## src/rtl/npc_mem_pkg.sv

```systemverilog
// Shared definitions for the PMem initiator: access-size encodings and LSU FSM states.
package npc_mem_pkg;

    // Access size encodings carried on req_size
    localparam logic [1:0] SIZE_B = 2'd0;
    localparam logic [1:0] SIZE_H = 2'd1;
    localparam logic [1:0] SIZE_W = 2'd2;

    // Load/store unit memory-master states
    typedef enum logic [1:0] {
        IDLE   = 2'd0,
        ACCESS = 2'd1,
        RESP   = 2'd2
    } lsu_state_e;

endpackage

```

## src/rtl/lsu_align.sv

```systemverilog
// Purely combinational sub-word alignment: store lane shift/mask, misalignment
// detection and load lane extraction with sign/zero extension.
module lsu_align
    import npc_mem_pkg::*;
(
    input  logic [1:0]  byteOff_i,
    input  logic [1:0]  size_i,
    input  logic        wen_i,
    input  logic        signed_i,
    input  logic [31:0] wdata_i,
    input  logic [31:0] rdata_i,
    output logic [3:0]  wmask_o,
    output logic [31:0] wdata_o,
    output logic        misalign_o,
    output logic [31:0] ldata_o
);

    logic [4:0]  shamt;
    logic [31:0] rdShifted;

    // Shift store data into its byte lanes, build the lane mask, flag illegal
    // alignments and pull the addressed lanes out of the read word.
    always_comb begin
        shamt      = {byteOff_i, 3'b000};
        wdata_o    = wdata_i << shamt;
        rdShifted  = rdata_i >> shamt;
        misalign_o = 1'b0;
        wmask_o    = 4'b0000;
        ldata_o    = rdShifted;

        case (size_i)
            SIZE_B:  misalign_o = 1'b0;
            SIZE_H:  misalign_o = byteOff_i[0];
            SIZE_W:  misalign_o = (byteOff_i != 2'b00);
            default: misalign_o = 1'b1;
        endcase

        if (wen_i) begin
            case (size_i)
                SIZE_B:  wmask_o = 4'b0001 << byteOff_i;
                SIZE_H:  wmask_o = 4'b0011 << byteOff_i;
                SIZE_W:  wmask_o = 4'b1111;
                default: wmask_o = 4'b0000;
            endcase
        end

        case (size_i)
            SIZE_B:  ldata_o = {{24{signed_i & rdShifted[7]}}, rdShifted[7:0]};
            SIZE_H:  ldata_o = {{16{signed_i & rdShifted[15]}}, rdShifted[15:0]};
            default: ldata_o = rdShifted;
        endcase
    end

endmodule

```

## src/rtl/lsu_mem_master.sv

```systemverilog
// PMem initiator for the LSU: takes one load/store at a time, runs it on the
// memory port for ACCESS_CYCLES cycles and holds the response until consumed.
module lsu_mem_master
    import npc_mem_pkg::*;
#(
    parameter int ACCESS_CYCLES = 1
) (
    input  logic        clock,
    input  logic        reset,
    input  logic        req_valid,
    output logic        req_ready,
    input  logic        req_wen,
    input  logic [31:0] req_addr,
    input  logic [31:0] req_wdata,
    input  logic [1:0]  req_size,
    input  logic        req_signed,
    output logic        resp_valid,
    input  logic        resp_ready,
    output logic [31:0] resp_rdata,
    output logic        resp_err,
    output logic        mem_valid,
    output logic [31:0] mem_raddr,
    output logic [31:0] mem_waddr,
    output logic [31:0] mem_wdata,
    output logic [7:0]  mem_wmask,
    output logic        mem_wen,
    input  logic [31:0] mem_rdata
);

    localparam int              CNT_W    = (ACCESS_CYCLES > 1) ? $clog2(ACCESS_CYCLES) : 1;
    localparam logic [CNT_W-1:0] CNT_LAST = CNT_W'(ACCESS_CYCLES - 1);

    lsu_state_e       state_q, state_d;
    logic [CNT_W-1:0] cnt_q, cnt_d;
    logic [31:0]      addr_q, addr_d;
    logic [31:0]      wdata_q, wdata_d;
    logic [1:0]       size_q, size_d;
    logic             signed_q, signed_d;
    logic             wen_q, wen_d;
    logic [31:0]      rdata_q, rdata_d;
    logic             err_q, err_d;

    logic             inIdle;
    logic             inAccess;
    logic             lastCycle;
    logic [1:0]       alignOff;
    logic [1:0]       alignSize;
    logic             alignWen;
    logic             alignSigned;
    logic [31:0]      alignWdataIn;
    logic [3:0]       alignMask;
    logic [31:0]      alignWdata;
    logic             alignMisalign;
    logic [31:0]      alignLdata;

    // The aligner looks at the incoming request while idle (to classify it on
    // accept) and at the registered request otherwise (to drive the port).
    always_comb begin
        inIdle       = (state_q == IDLE);
        inAccess     = (state_q == ACCESS);
        lastCycle    = inAccess && (cnt_q == CNT_LAST);
        alignOff     = inIdle ? req_addr[1:0] : addr_q[1:0];
        alignSize    = inIdle ? req_size      : size_q;
        alignWen     = inIdle ? req_wen       : wen_q;
        alignSigned  = inIdle ? req_signed    : signed_q;
        alignWdataIn = inIdle ? req_wdata     : wdata_q;
    end

    lsu_align u_align (
        .byteOff_i  (alignOff),
        .size_i     (alignSize),
        .wen_i      (alignWen),
        .signed_i   (alignSigned),
        .wdata_i    (alignWdataIn),
        .rdata_i    (mem_rdata),
        .wmask_o    (alignMask),
        .wdata_o    (alignWdata),
        .misalign_o (alignMisalign),
        .ldata_o    (alignLdata)
    );

    // Next-state logic: capture on accept, count access cycles, sample load
    // data on the final access cycle, release on response handshake.
    always_comb begin
        state_d  = state_q;
        cnt_d    = cnt_q;
        addr_d   = addr_q;
        wdata_d  = wdata_q;
        size_d   = size_q;
        signed_d = signed_q;
        wen_d    = wen_q;
        rdata_d  = rdata_q;
        err_d    = err_q;

        case (state_q)
            IDLE: begin
                if (req_valid) begin
                    addr_d   = req_addr;
                    wdata_d  = req_wdata;
                    size_d   = req_size;
                    signed_d = req_signed;
                    wen_d    = req_wen;
                    rdata_d  = 32'h0;
                    err_d    = alignMisalign;
                    cnt_d    = '0;
                    state_d  = alignMisalign ? RESP : ACCESS;
                end
            end
            ACCESS: begin
                cnt_d = cnt_q + CNT_W'(1);
                if (lastCycle) begin
                    if (!wen_q) begin
                        rdata_d = alignLdata;
                    end
                    cnt_d   = '0;
                    state_d = RESP;
                end
            end
            RESP: begin
                if (resp_ready) begin
                    state_d = IDLE;
                end
            end
            default: state_d = IDLE;
        endcase
    end

    // State and request registers; synchronous reset drops any in-flight request.
    always_ff @(posedge clock) begin
        if (reset) begin
            state_q  <= IDLE;
            cnt_q    <= '0;
            addr_q   <= 32'h0;
            wdata_q  <= 32'h0;
            size_q   <= 2'b00;
            signed_q <= 1'b0;
            wen_q    <= 1'b0;
            rdata_q  <= 32'h0;
            err_q    <= 1'b0;
        end else begin
            state_q  <= state_d;
            cnt_q    <= cnt_d;
            addr_q   <= addr_d;
            wdata_q  <= wdata_d;
            size_q   <= size_d;
            signed_q <= signed_d;
            wen_q    <= wen_d;
            rdata_q  <= rdata_d;
            err_q    <= err_d;
        end
    end

    // Port outputs: memory signals are only non-zero during ACCESS, and the
    // write strobe fires once, on the last access cycle of a store.
    always_comb begin
        req_ready  = inIdle;
        resp_valid = (state_q == RESP);
        resp_rdata = rdata_q;
        resp_err   = err_q;
        mem_valid  = inAccess;
        mem_raddr  = inAccess ? {addr_q[31:2], 2'b00} : 32'h0;
        mem_waddr  = inAccess ? {addr_q[31:2], 2'b00} : 32'h0;
        mem_wdata  = inAccess ? alignWdata : 32'h0;
        mem_wmask  = inAccess ? {4'b0000, alignMask} : 8'h00;
        mem_wen    = lastCycle && wen_q;
    end

endmodule

```

## config.mk

```make
export PLATFORM = sky130hd
export DESIGN_NAME = lsu_mem_master
export DESIGN_NICKNAME = d
export VERILOG_FILES = /design/src/rtl/npc_mem_pkg.sv /design/src/rtl/lsu_align.sv /design/src/rtl/lsu_mem_master.sv
export SDC_FILE = /design/constraint.sdc
export NUM_CORES = 1
export LEC_CHECK = 0
export BUFFER_PORTS_ARGS = -buffer_cell sky130_fd_sc_hd__buf_2
export CAP_MARGIN = 0
export CORE_MARGIN = 10
export CORE_UTILIZATION = 50
export CTS_CLUSTER_SIZE = 14
export DETAILED_ROUTE_END_ITERATION = 7
export PLACE_DENSITY_LB_ADDON = 0.05
export SYNTH_ARGS = -nofsm -noshare
export SYNTH_HDL_FRONTEND = slang
export SYNTH_SLANG_ARGS = --single-unit
```

## constraint.sdc

```tcl
create_clock -name clock -period 8.2 [get_ports clock]
set_input_delay 1.64 -clock clock [delete_from_list [all_inputs] [get_ports clock]]
set_output_delay 1.64 -clock clock [all_outputs]
set_load 0.01 [all_outputs]
```

==> reports/summary.txt, run 1 <==
Multi-input logic area: 0.00318 mm^2
WHS: 0.451 ns
Fin crit share: 66.3%
TritonRoute pass-1 iters: 5
Min-Delay Path Depth: 2
Crit path required time: 6.56 ns
Design internal power: 0.000906 W
Dominant combinational cell family by area after synthesis: simple AND/OR/NAND/NOR gates
Grt total ovfl: 0
YS warnings: 0
Post-DRT Antenna Nets: 0
# fillers: 1094
Cells after Synth: 778
Ys flop type: dfxtp_1
Dpl hpwl: 14600 um
Reg power frac: 41.9%
Routability cong.: 0.943
Reg2reg path depth: 8
WL per Instance: 18.0 um
CP Class: flop to output pin
Final setup margin: 2.76 ns
CTS root buf: clkbuf_16
CP Capture Type: output pin
CP max stage cell: or2_2
Slew Limit Fails: 0
Clock power share: 33.0%
Core area: 0.0114 mm^2
Unrepaired setup endpoints after global routing: false
Setup TNS: 0 ns
Port-buffer cells: 236
Top cells by area, synth: dfxtp_1 (36%), nand2_1 (14%), a21oi_1 (10%)
Post-CTS Hold Buffers: 0
Status: completed
Clock-pin slew on the worst setup and hold paths: 0.07 ns
Syn_area_per_cell: 7.42 um^2
H-tree levels: 3
Clock sinks: 104
Vias in the first global route: 5873
P_sw: 0.000442 W
Post-synthesis xor/xnor area fraction: 0%
Final Hold Violating Endpoints: 0
Synth Area in Compound Gates: 23.4%
FP Rows: 39
Pin count of the biggest net entering global routing: 82
P&R area growth vs syn: 21.3%
Sequential area share after synthesis: 36.1%
Tightest Hold Check Type: flop to flop
Share of cells above drive strength 1: 28.5%
Top-Level Pins: 245
Die Area: 0.0162 mm^2
Synth Area in Simple Gates: 24.6%
Static Leak: 3.28 nW
Starting density of the core: 50.8%
Maximum VDD drop: 0.000108 V
Num CTS Buffers: 9
Final Core Density: 61.6%
Vias: 5952
Mapped cell area: 0.00577 mm^2
Skew final: 0.00796 ns
Cell Chain, Critical Path: or2_2, inv_4, mux2i_4, buf_4, o211ai_1, a21oi_1, buf_2
Place WS: 2.92 ns
Post-cts resize count: 0
First-pass GRT wire length: 30400 um
Vias per cell: 5.47
Number of synthesized flops with an enable pin: 0
CP max FO: 38
Fmax: 184 MHz
DRC: 0
Post-synthesis register bit count: 104
Initial drt markers: 435
Chip width: 127 um
CTS tree: built
Layout Nets: 1043
Crit path arrival time: 3.80 ns
Dominant cell type by area after synthesis: dfxtp_1
Reg2reg setup slack: 3.53 ns
Post-synth top area share: 36.1%
Max clock buf depth: 2
Worst skew pair latency: 0.35 ns
Initial antenna violation count: 0
Worst path max stage delay: 0.70 ns
Final wirelength: 19600 um
Global-route total usage across every layer: 22.5%
Mux contribution to synthesized area: 6.48%
Final Setup Violations: 0
Post-Synth Adder-Cell Area: 0%
Yosys cell types: 47
Die Y: 127 um
Sw frac: 32.8%
Postcts setup bufs: 0
Combinational share of power: 25.0%
Asr flop ratio synth: 0%
Worst slew pin tran: 1.06 ns
Max-cap violations: 0
Min cycle time layout: 5.44 ns
Worst relative slew slack: 28.5%
Power Density: 193 mW/mm^2
Critical Path Start Type: flop
Seq. cell area: 0.00208 mm^2
==> kinds of logic after synthesis <==
logic type	after synthesis
AOI/OAI and AO/OA	218
other	1
and+or+nand+nor	314
buffers and inverters	105
muxes	36
DFF	104
==> path summary, 6_finish.rpt <==
path                                 start             end
worst max-delay path            state_q[0]   mem_wdata[17]
worst min-delay path            addr_q[15]      addr_q[15]
worst max register to register  state_q[0]  resp_rdata[23]
worst min register to register  addr_q[15]      addr_q[15]
==> metal layers <==
layer	up-vias	wire [um]	track usage, %
met4	0	187	5.63
met3	15	1630	6.58
met2	221	9680	39.3
met5	-	0	0
met1	2772	8100	26.2
li1	2944	-	-
==> synth_stat cells (2+ instances only) <==
cell,number
nor2_1,11
a32o_1,7
nand2b_1,3
a21oi_1,118
nor3_1,3
o21ai_0,26
o31ai_1,9
o211ai_1,9
nor4_1,2
a211oi_1,16
a211o_1,7
or2_2,2
nand3_1,3
a21o_1,2
mux2i_1,34
nor4b_1,7
a311oi_1,8
buf_1,6
nor2b_1,11
buf_2,3
and2_1,47
buf_4,38
clkbuf_1,52
dfxtp_1,104
o2bb2ai_1,7
a22oi_1,2
and3_1,2
inv_1,5
nand2_1,216
==> power by group through the flow <==
stage          clock network [W]  registers (W)  logic [W]
2_1_floorplan                  0       0.000568   0.000240
3_3_place_gp                   0       0.000575   0.000330
3_5_place_dp                   0       0.000577   0.000336
4_1_cts                 0.000451       0.000565   0.000337
5_1_grt                 0.000468       0.000570   0.000374
6_report                0.000445       0.000566   0.000338
==> per-stage QoR <==
stage / instances / cell area, um^2 / total power (W)
2_1_floorplan: 785 / 5800 / 0.000807
3_3_place_gp: 1071 / 6690 / 0.000905
3_5_place_dp: 1071 / 6690 / 0.000912
4_1_cts: 1087 / 7000 / 0.00135
5_1_grt: 1087 / 7000 / 0.00141
6_report: 1088 / 7000 / 0.00135
==> cell usage in the layout, fill, tap and decap left out, types with 3 or more instances in the layout <==
cell type / count
conb_1: 8
and2_1: 46
nand2_1: 215
o2bb2ai_1: 7
nor3_1: 3
nand2b_1: 3
mux2i_1: 33
a211o_1: 7
clkbuf_16: 9
o211ai_1: 9
a32o_1: 7
a211oi_1: 16
nand3_1: 3
buf_2: 236
nor2_1: 11
dfxtp_1: 104
nor4b_1: 7
nor2b_1: 11
o21ai_0: 26
buf_4: 6
inv_1: 5
a311oi_1: 8
o31ai_1: 9
a21oi_1: 118
==> worst max-delay path, delay by kind of cell, from the launching register on <==
kind            cells  cell delay (ns)
flops               1             0.64
buf+inv             3             0.99
simple gates        1             0.70
compound gates      2             0.39
mux                 1             0.70
==> state kept, by name (all words and copies together), names as in the netlist <==
name / cells
addr_q: 32
resp_rdata: 32
wdata_q: 32
size_q: 2
state_q: 2
cnt_q: 1
resp_err: 1
signed_q: 1
wen_q: 1
==> cell type report <==
| type | count | share of cell area [%] |
|---|---|---|
| timing repair buffer | 242 | 17.5 |
| clock inverter | 6 | 0.965 |
| sequential | 104 | 29.7 |
| antenna | 1 | 0.0357 |
| inverter | 6 | 0.357 |
| clock buffer | 10 | 3.41 |
| multi-input combinational | 576 | 45.4 |
| tap | 143 | 2.56 |
No activity file was read; power rests on OpenSTA's default activity.
==> run 2, diff against run 1 <==
ABC_AREA = 1   (was default)
CORE_UTILIZATION = 44   (was 50)
clock period = 4.9 ns   (was 8.2 ns; I/O delays follow)
==> run 2 against run 1 <==
Net effect: count of clock-buffer cells in the layout did not move; clock power rose by 61%; utilization down 7.4 points; die area grew 16%; register-to-register slack worse by 1.6 ns; flip-flop and latch count is the same; critical path depth did not move; sequential power up 93%; non-clock buffer count rose by 1; setup slack got worse by 1.9 ns; critical endpoint is now mem_wdata[27]; largest cell class unchanged.
==> reports/summary.txt, run 2 <==
Layout Cells excl Fill: 1253
Max clock buf depth: 2
Power Density: 573 mW/mm^2
Dominant cell type by area after synthesis: dfxtp_1
Post-CTS Hold Buffers: 0
Fmax: 251 MHz
Asr flop ratio synth: 0%
Top cells by area, synth: dfxtp_1 (35%), nand2_1 (12%), a21oi_1 (9.4%)
Routability cong.: 0.830
Setup TNS: 0 ns
Post-synth top area share: 34.5%
Ys flop type: dfxtp_1
Starting density of the core: 45.2%
Most common cell in the netlist: nand2_1
Crit path required time: 3.92 ns
Clock-pin slew on the worst setup and hold paths: 0.07 ns
Port-buffer cells: 236
Worst slew pin tran: 0.975 ns
Unrepaired setup endpoints after global routing: false
CP max stage cell: nand2_2
Static Leak: 3.54 nW
Final Setup Violations: 0
Num CTS Buffers: 9
Top post-synthesis cells by count: nand2_1 (199), a21oi_1 (113), dfxtp_1 (104), o21ai_0 (84), nor2_1 (78)
Global-route total usage across every layer: 20.6%
CTS root buf: clkbuf_16
Postcts setup bufs: 0
P&R area growth vs syn: 20.0%
Core area: 0.0133 mm^2
# fillers: 1415
Mapped cell area: 0.00603 mm^2
Final wirelength: 19800 um
Post-cts resize count: 0
CTS tree: built
CP Class: flop to output pin
Vias in the first global route: 5686
Post-synthesis register bit count: 104
Min cycle time layout: 3.99 ns
Commonest cells after routing, fill and taps aside: buf_2 (236), nand2_1 (197), a21oi_1 (113)
Slew Limit Fails: 0
FP Rows: 42
Grt total ovfl: 0
TritonRoute pass-1 iters: 5
Vias per cell: 4.96
CP Capture Type: output pin
Max-cap violations: 0
Tightest Hold Check Type: flop to flop
Cells after Synth: 911
Initial drt markers: 383
Share of cells above drive strength 1: 27.9%
YS warnings: 0
H-tree levels: 3
Worst skew pair latency: 0.36 ns
Post-DRT Antenna Nets: 0
Critical Path Start Type: flop
WL per Instance: 15.8 um
Number of synthesized flops with an enable pin: 0
Syn_area_per_cell: 6.62 um^2
First-pass GRT wire length: 30900 um
Vias: 6219
Clock sinks: 104
Chip width: 137 um
Final Core Density: 54.2%
Worst path max stage delay: 0.75 ns
Cell Chain, Critical Path: nor2_4, nand2_2, nand2_2, o21ai_0, o21ai_0, a21oi_1, buf_2
Skew final: 0.00849 ns
Worst relative slew slack: 34.8%
Final Hold Violating Endpoints: 0
Layout Nets: 1173
Dpl hpwl: 14400 um
Maximum VDD drop: 0.000297 V
Yosys cell types: 31
Status: completed
Fin crit share: 81.5%
Pin count of the biggest net entering global routing: 99
Top-Level Pins: 245
Die Area: 0.0188 mm^2
Initial antenna violation count: 3
Commonest non-fill, non-tap cell in the layout: buf_2
Sequential area share after synthesis: 34.5%
CP max FO: 56
Placed cell count: 1234
Die Y: 137 um
DRC: 0
Crit path arrival time: 3.01 ns
run 2: cell types whose count changed in the layout (fill, tap and decap cells not counted), sizes merged, moves of 8 or more:
| cell | delta |
|---|---|
| nor2b | -11 |
| mux2i | -20 |
| o31ai | -9 |
| a311oi | -8 |
| o21ai | +68 |
| nand3 | +61 |
| nor2 | +70 |
| inv | +73 |
| and2 | -48 |
run 2: cells by family (layout without fill, tap and decap cells):
group | Yosys count | in the layout | share of synthesized area [%]
other | 1 | 11 | 0.0622
and+or+nand+nor | 372 | 372 | 26.7
AOI/OAI and AO/OA | 237 | 237 | 21.3
buffers and inverters | 182 | 338 | 14.9
DFF | 104 | 104 | 34.5
muxes | 15 | 15 | 2.49
run 2: worst paths after layout:
check                        end  slack, ns       start  depth (start not counted)
setup / recovery   mem_wdata[27]       0.91  state_q[1]                          7
hold / removal        addr_q[17]       0.45  addr_q[17]                          2
setup reg to reg  resp_rdata[16]       1.94  state_q[1]                          9
hold reg to reg       addr_q[17]       0.45  addr_q[17]                          2
run 2: worst max-delay path: cells and delay by family, from the launching register on:
family          cells  cell delay [ns]
compound gates      3             0.50
simple gates        3             1.57
buf+inv             1             0.18
flops               1             0.38
run 2: final cells by class:
cell class	count	area, um^2	area share [%]
clock inverters	6	60.1	0.830
inverters	79	297	4.10
multi-input cells	632	3100	42.8
clock buffers	10	239	3.30
flip-flops and latches	104	2080	28.8
well taps	176	220	3.04
repair buffers	243	1230	17.0
diodes	3	7.51	0.104
run 2: where the power goes:
part	total, W	switching, W	internal (W)
clock	0.000715	0.000345	0.000370
combinational	0.00233	0.00165	0.000687
sequential	0.00109	0.0000707	0.00102
run 2: through the flow:
step | power (W) | worst slack (ns) | hold slack, ns | instance area [um^2]
global placement | 0.00344 | 1.40 | 0.442 | 6930
global route | 0.00453 | 0.667 | 0.469 | 7240
CTS | 0.00418 | 0.959 | 0.458 | 7230
floorplan | 0.00297 | 1.95 | 0.430 | 6060
finish | 0.00414 | 0.909 | 0.454 | 7240
detailed placement | 0.00345 | 1.36 | 0.446 | 6930
run 2: metal layers:
metal | vias to the layer above | GRT usage, % | part of all wire, %
li1 | 3230 | - | -
met1 | 2769 | 27.1 | 45
met2 | 202 | 31.6 | 45
met3 | 18 | 6.63 | 9.1
met4 | 0 | 5.50 | 1.3
met5 | - | 0 | 0
==> run 3, diff against run 2 <==
clock period = 3.25 ns   (was 4.9 ns; I/O delays follow)
==> run 3 against run 2 <==
Net effect: utilization increased by 0.45 points; global-route usage down 0.31 points; register-to-register slack worse by 1.2 ns; setup slack got worse by 0.53 ns; total power up 52%; sequential share of layout area decreased by 0.24 points; critical endpoint is now mem_wdata[29]; highest routed layer unchanged; final cell count grew 0.32%; critical path type unchanged; count of clock-buffer cells in the layout increased by 1; die area unchanged; clock power grew 48%.
==> reports/summary.txt, run 3 (same netlist as run 2, synthesis figures left out) <==
Crit path capture: mem_wdata[29]
Area post-placement: 0.00701 mm^2
Finished Cell Area: 0.00730 mm^2
Post-cts resize count: 0
Postcts setup bufs: 0
Cell Chain, Critical Path: nor2_4, buf_12, o21ai_0, nand2_1, o21ai_1, nor2_1, nor3_1, buf_2
Clock-pin slew on the worst setup and hold paths: 0.07 ns
Starting density of the core: 45.2%
Status: completed
Vias per cell: 4.97
First-pass GRT wire length: 30700 um
TritonRoute pass-1 iters: 5
Place WS: 0.640 ns
Final Hold Violating Endpoints: 0
Setup TNS: 0 ns
Layout Nets: 1180
Commonest cells after routing, fill and taps aside: buf_2 (236), nand2_1 (197), a21oi_1 (113)
Final wirelength: 19600 um
Reg2reg setup slack: 0.75 ns
CP Class: flop to output pin
Max-cap violations: 0
Start point of the critical path: state_q[1]
Power Density: 866 mW/mm^2
Skew final: 0.00497 ns
Worst path max stage delay: 0.46 ns
Post-CTS Hold Buffers: 0
Tightest Hold Check Type: flop to flop
Min cycle time layout: 2.87 ns
Maximum VDD drop: 0.000419 V
Critical Path Start Type: flop
Reg2Reg Launch Point: state_q[1]
Vias: 6242
# fillers: 1412
Worst relative slew slack: 40.6%
Commonest non-fill, non-tap cell in the layout: buf_2
Worst path buffer plus inverter count: 2
CP max stage cell: dfxtp_1
FP Rows: 42
Num CTS Buffers: 9
P&R area growth vs syn: 21.0%
Crit-path leading delay family: compound AO/OA/AOI/OAI gates
Die Area: 0.0188 mm^2
Pin count of the biggest net entering global routing: 99
Routability cong.: 0.826
CTS tree: built
Final setup margin: 0.382 ns
CP Capture Type: output pin
Max clock buf depth: 2
Worst skew pair latency: 0.36 ns
Crit path arrival time: 2.22 ns
Fin crit share: 88.3%
Critical Path Stages: 8
Top-Level Pins: 245
WL per Instance: 15.6 um
Reg2reg path depth: 10
Port-buffer cells: 236
Vias in the first global route: 5769
Grt total ovfl: 0
Final Setup Violations: 0
Worst slew pin tran: 0.891 ns
Dpl hpwl: 14300 um
Post-DRT Antenna Nets: 0
Core area: 0.0133 mm^2
DRC: 0
Unrepaired setup endpoints after global routing: false
Initial antenna violation count: 1
Slew Limit Fails: 0
Initial drt markers: 379
Chip width: 137 um
Share of cells above drive strength 1: 28.3%
Clock sinks: 104
Fmax: 349 MHz
Die Y: 137 um
CTS root buf: clkbuf_16
CP max FO: 42
Global-route total usage across every layer: 20.2%
Reg-to-reg endpoint: resp_rdata[16]
H-tree levels: 3
Crit path required time: 2.60 ns
Static Leak: 3.57 nW
[run 3: changes by cell type in the layout (fill, tap and decap cells not counted), sizes merged]
| cell | delta |
|---|---|
| clkbuf | +1 |
| clkinvlp | +2 |
| inv | -2 |
| diode | -2 |
| clkinv | -2 |
| buf | +7 |
[run 3: worst register-to-register path, stage by stage, from the launching register on]
cell and delay [ns]:
dfxtp_1 0.38, nor2_4 0.27, nand2_1 0.20, nand2_4 0.34, buf_4 0.41, nand2_1 0.14
nand3_2 0.11, nand3_4 0.12, nand3_4 0.23, nand2_1 0.10, a21oi_1 0.13
[run 3: per-stage QoR]
step / hold WS [ns] / utilization, % / std cells / total power, W
after floorplan: 0.430 / - / 918 / 0.00447
after CTS: 0.455 / 54.6 / 1256 / 0.00636
after detailed placement: 0.444 / 52.5 / 1241 / 0.00529
after global routing: 0.473 / 54.7 / 1257 / 0.00691
final: 0.453 / 54.7 / 1257 / 0.00632
after global placement: 0.441 / 52.5 / 1241 / 0.00529
[run 3: layer usage]
metal / vias up / routed length [um] / share of wire [%] / track usage, %
li1: 3243 / - / - / -
met4: 0 / 269 / 1.4 / 6.26
met3: 15 / 1650 / 8.4 / 4.66
met2: 191 / 8660 / 44 / 31.4
met1: 2793 / 9010 / 46 / 27.2
met5: - / 0 / 0 / 0
[run 3: how the worst min path moves through the flow]
stage,startpoint,end,cells after the start
after CTS,addr_q[22],addr_q[22],2
after global routing,addr_q[14],addr_q[14],2
after detailed placement,addr_q[22],addr_q[22],2
after floorplan,addr_q[10],addr_q[10],2
final,addr_q[7],addr_q[7],2
after global placement,addr_q[21],addr_q[21],2
[run 3: layout make-up]
type                            instances  area (um^2)  share of cell area [%]
Multi-Input combinational cell        632         3100                    42.5
Sequential cell                       104         2080                    28.5
Timing Repair Buffer                  250         1310                    18.0
Inverter                               79          297                    4.06
Clock buffer                           11          253                    3.46
Tap cell                              176          220                    3.02
Clock inverter                          4         28.8                   0.394
Antenna cell                            1         2.50                  0.0343
[run 3: where the power goes]
group          leakage (nW)  internal, W  switching [W]  total [W]
clock network         0.134     0.000559       0.000499    0.00106
logic                  2.58      0.00112        0.00248    0.00361
registers             0.854      0.00154       0.000107    0.00165
total                  3.57      0.00323        0.00309    0.00632
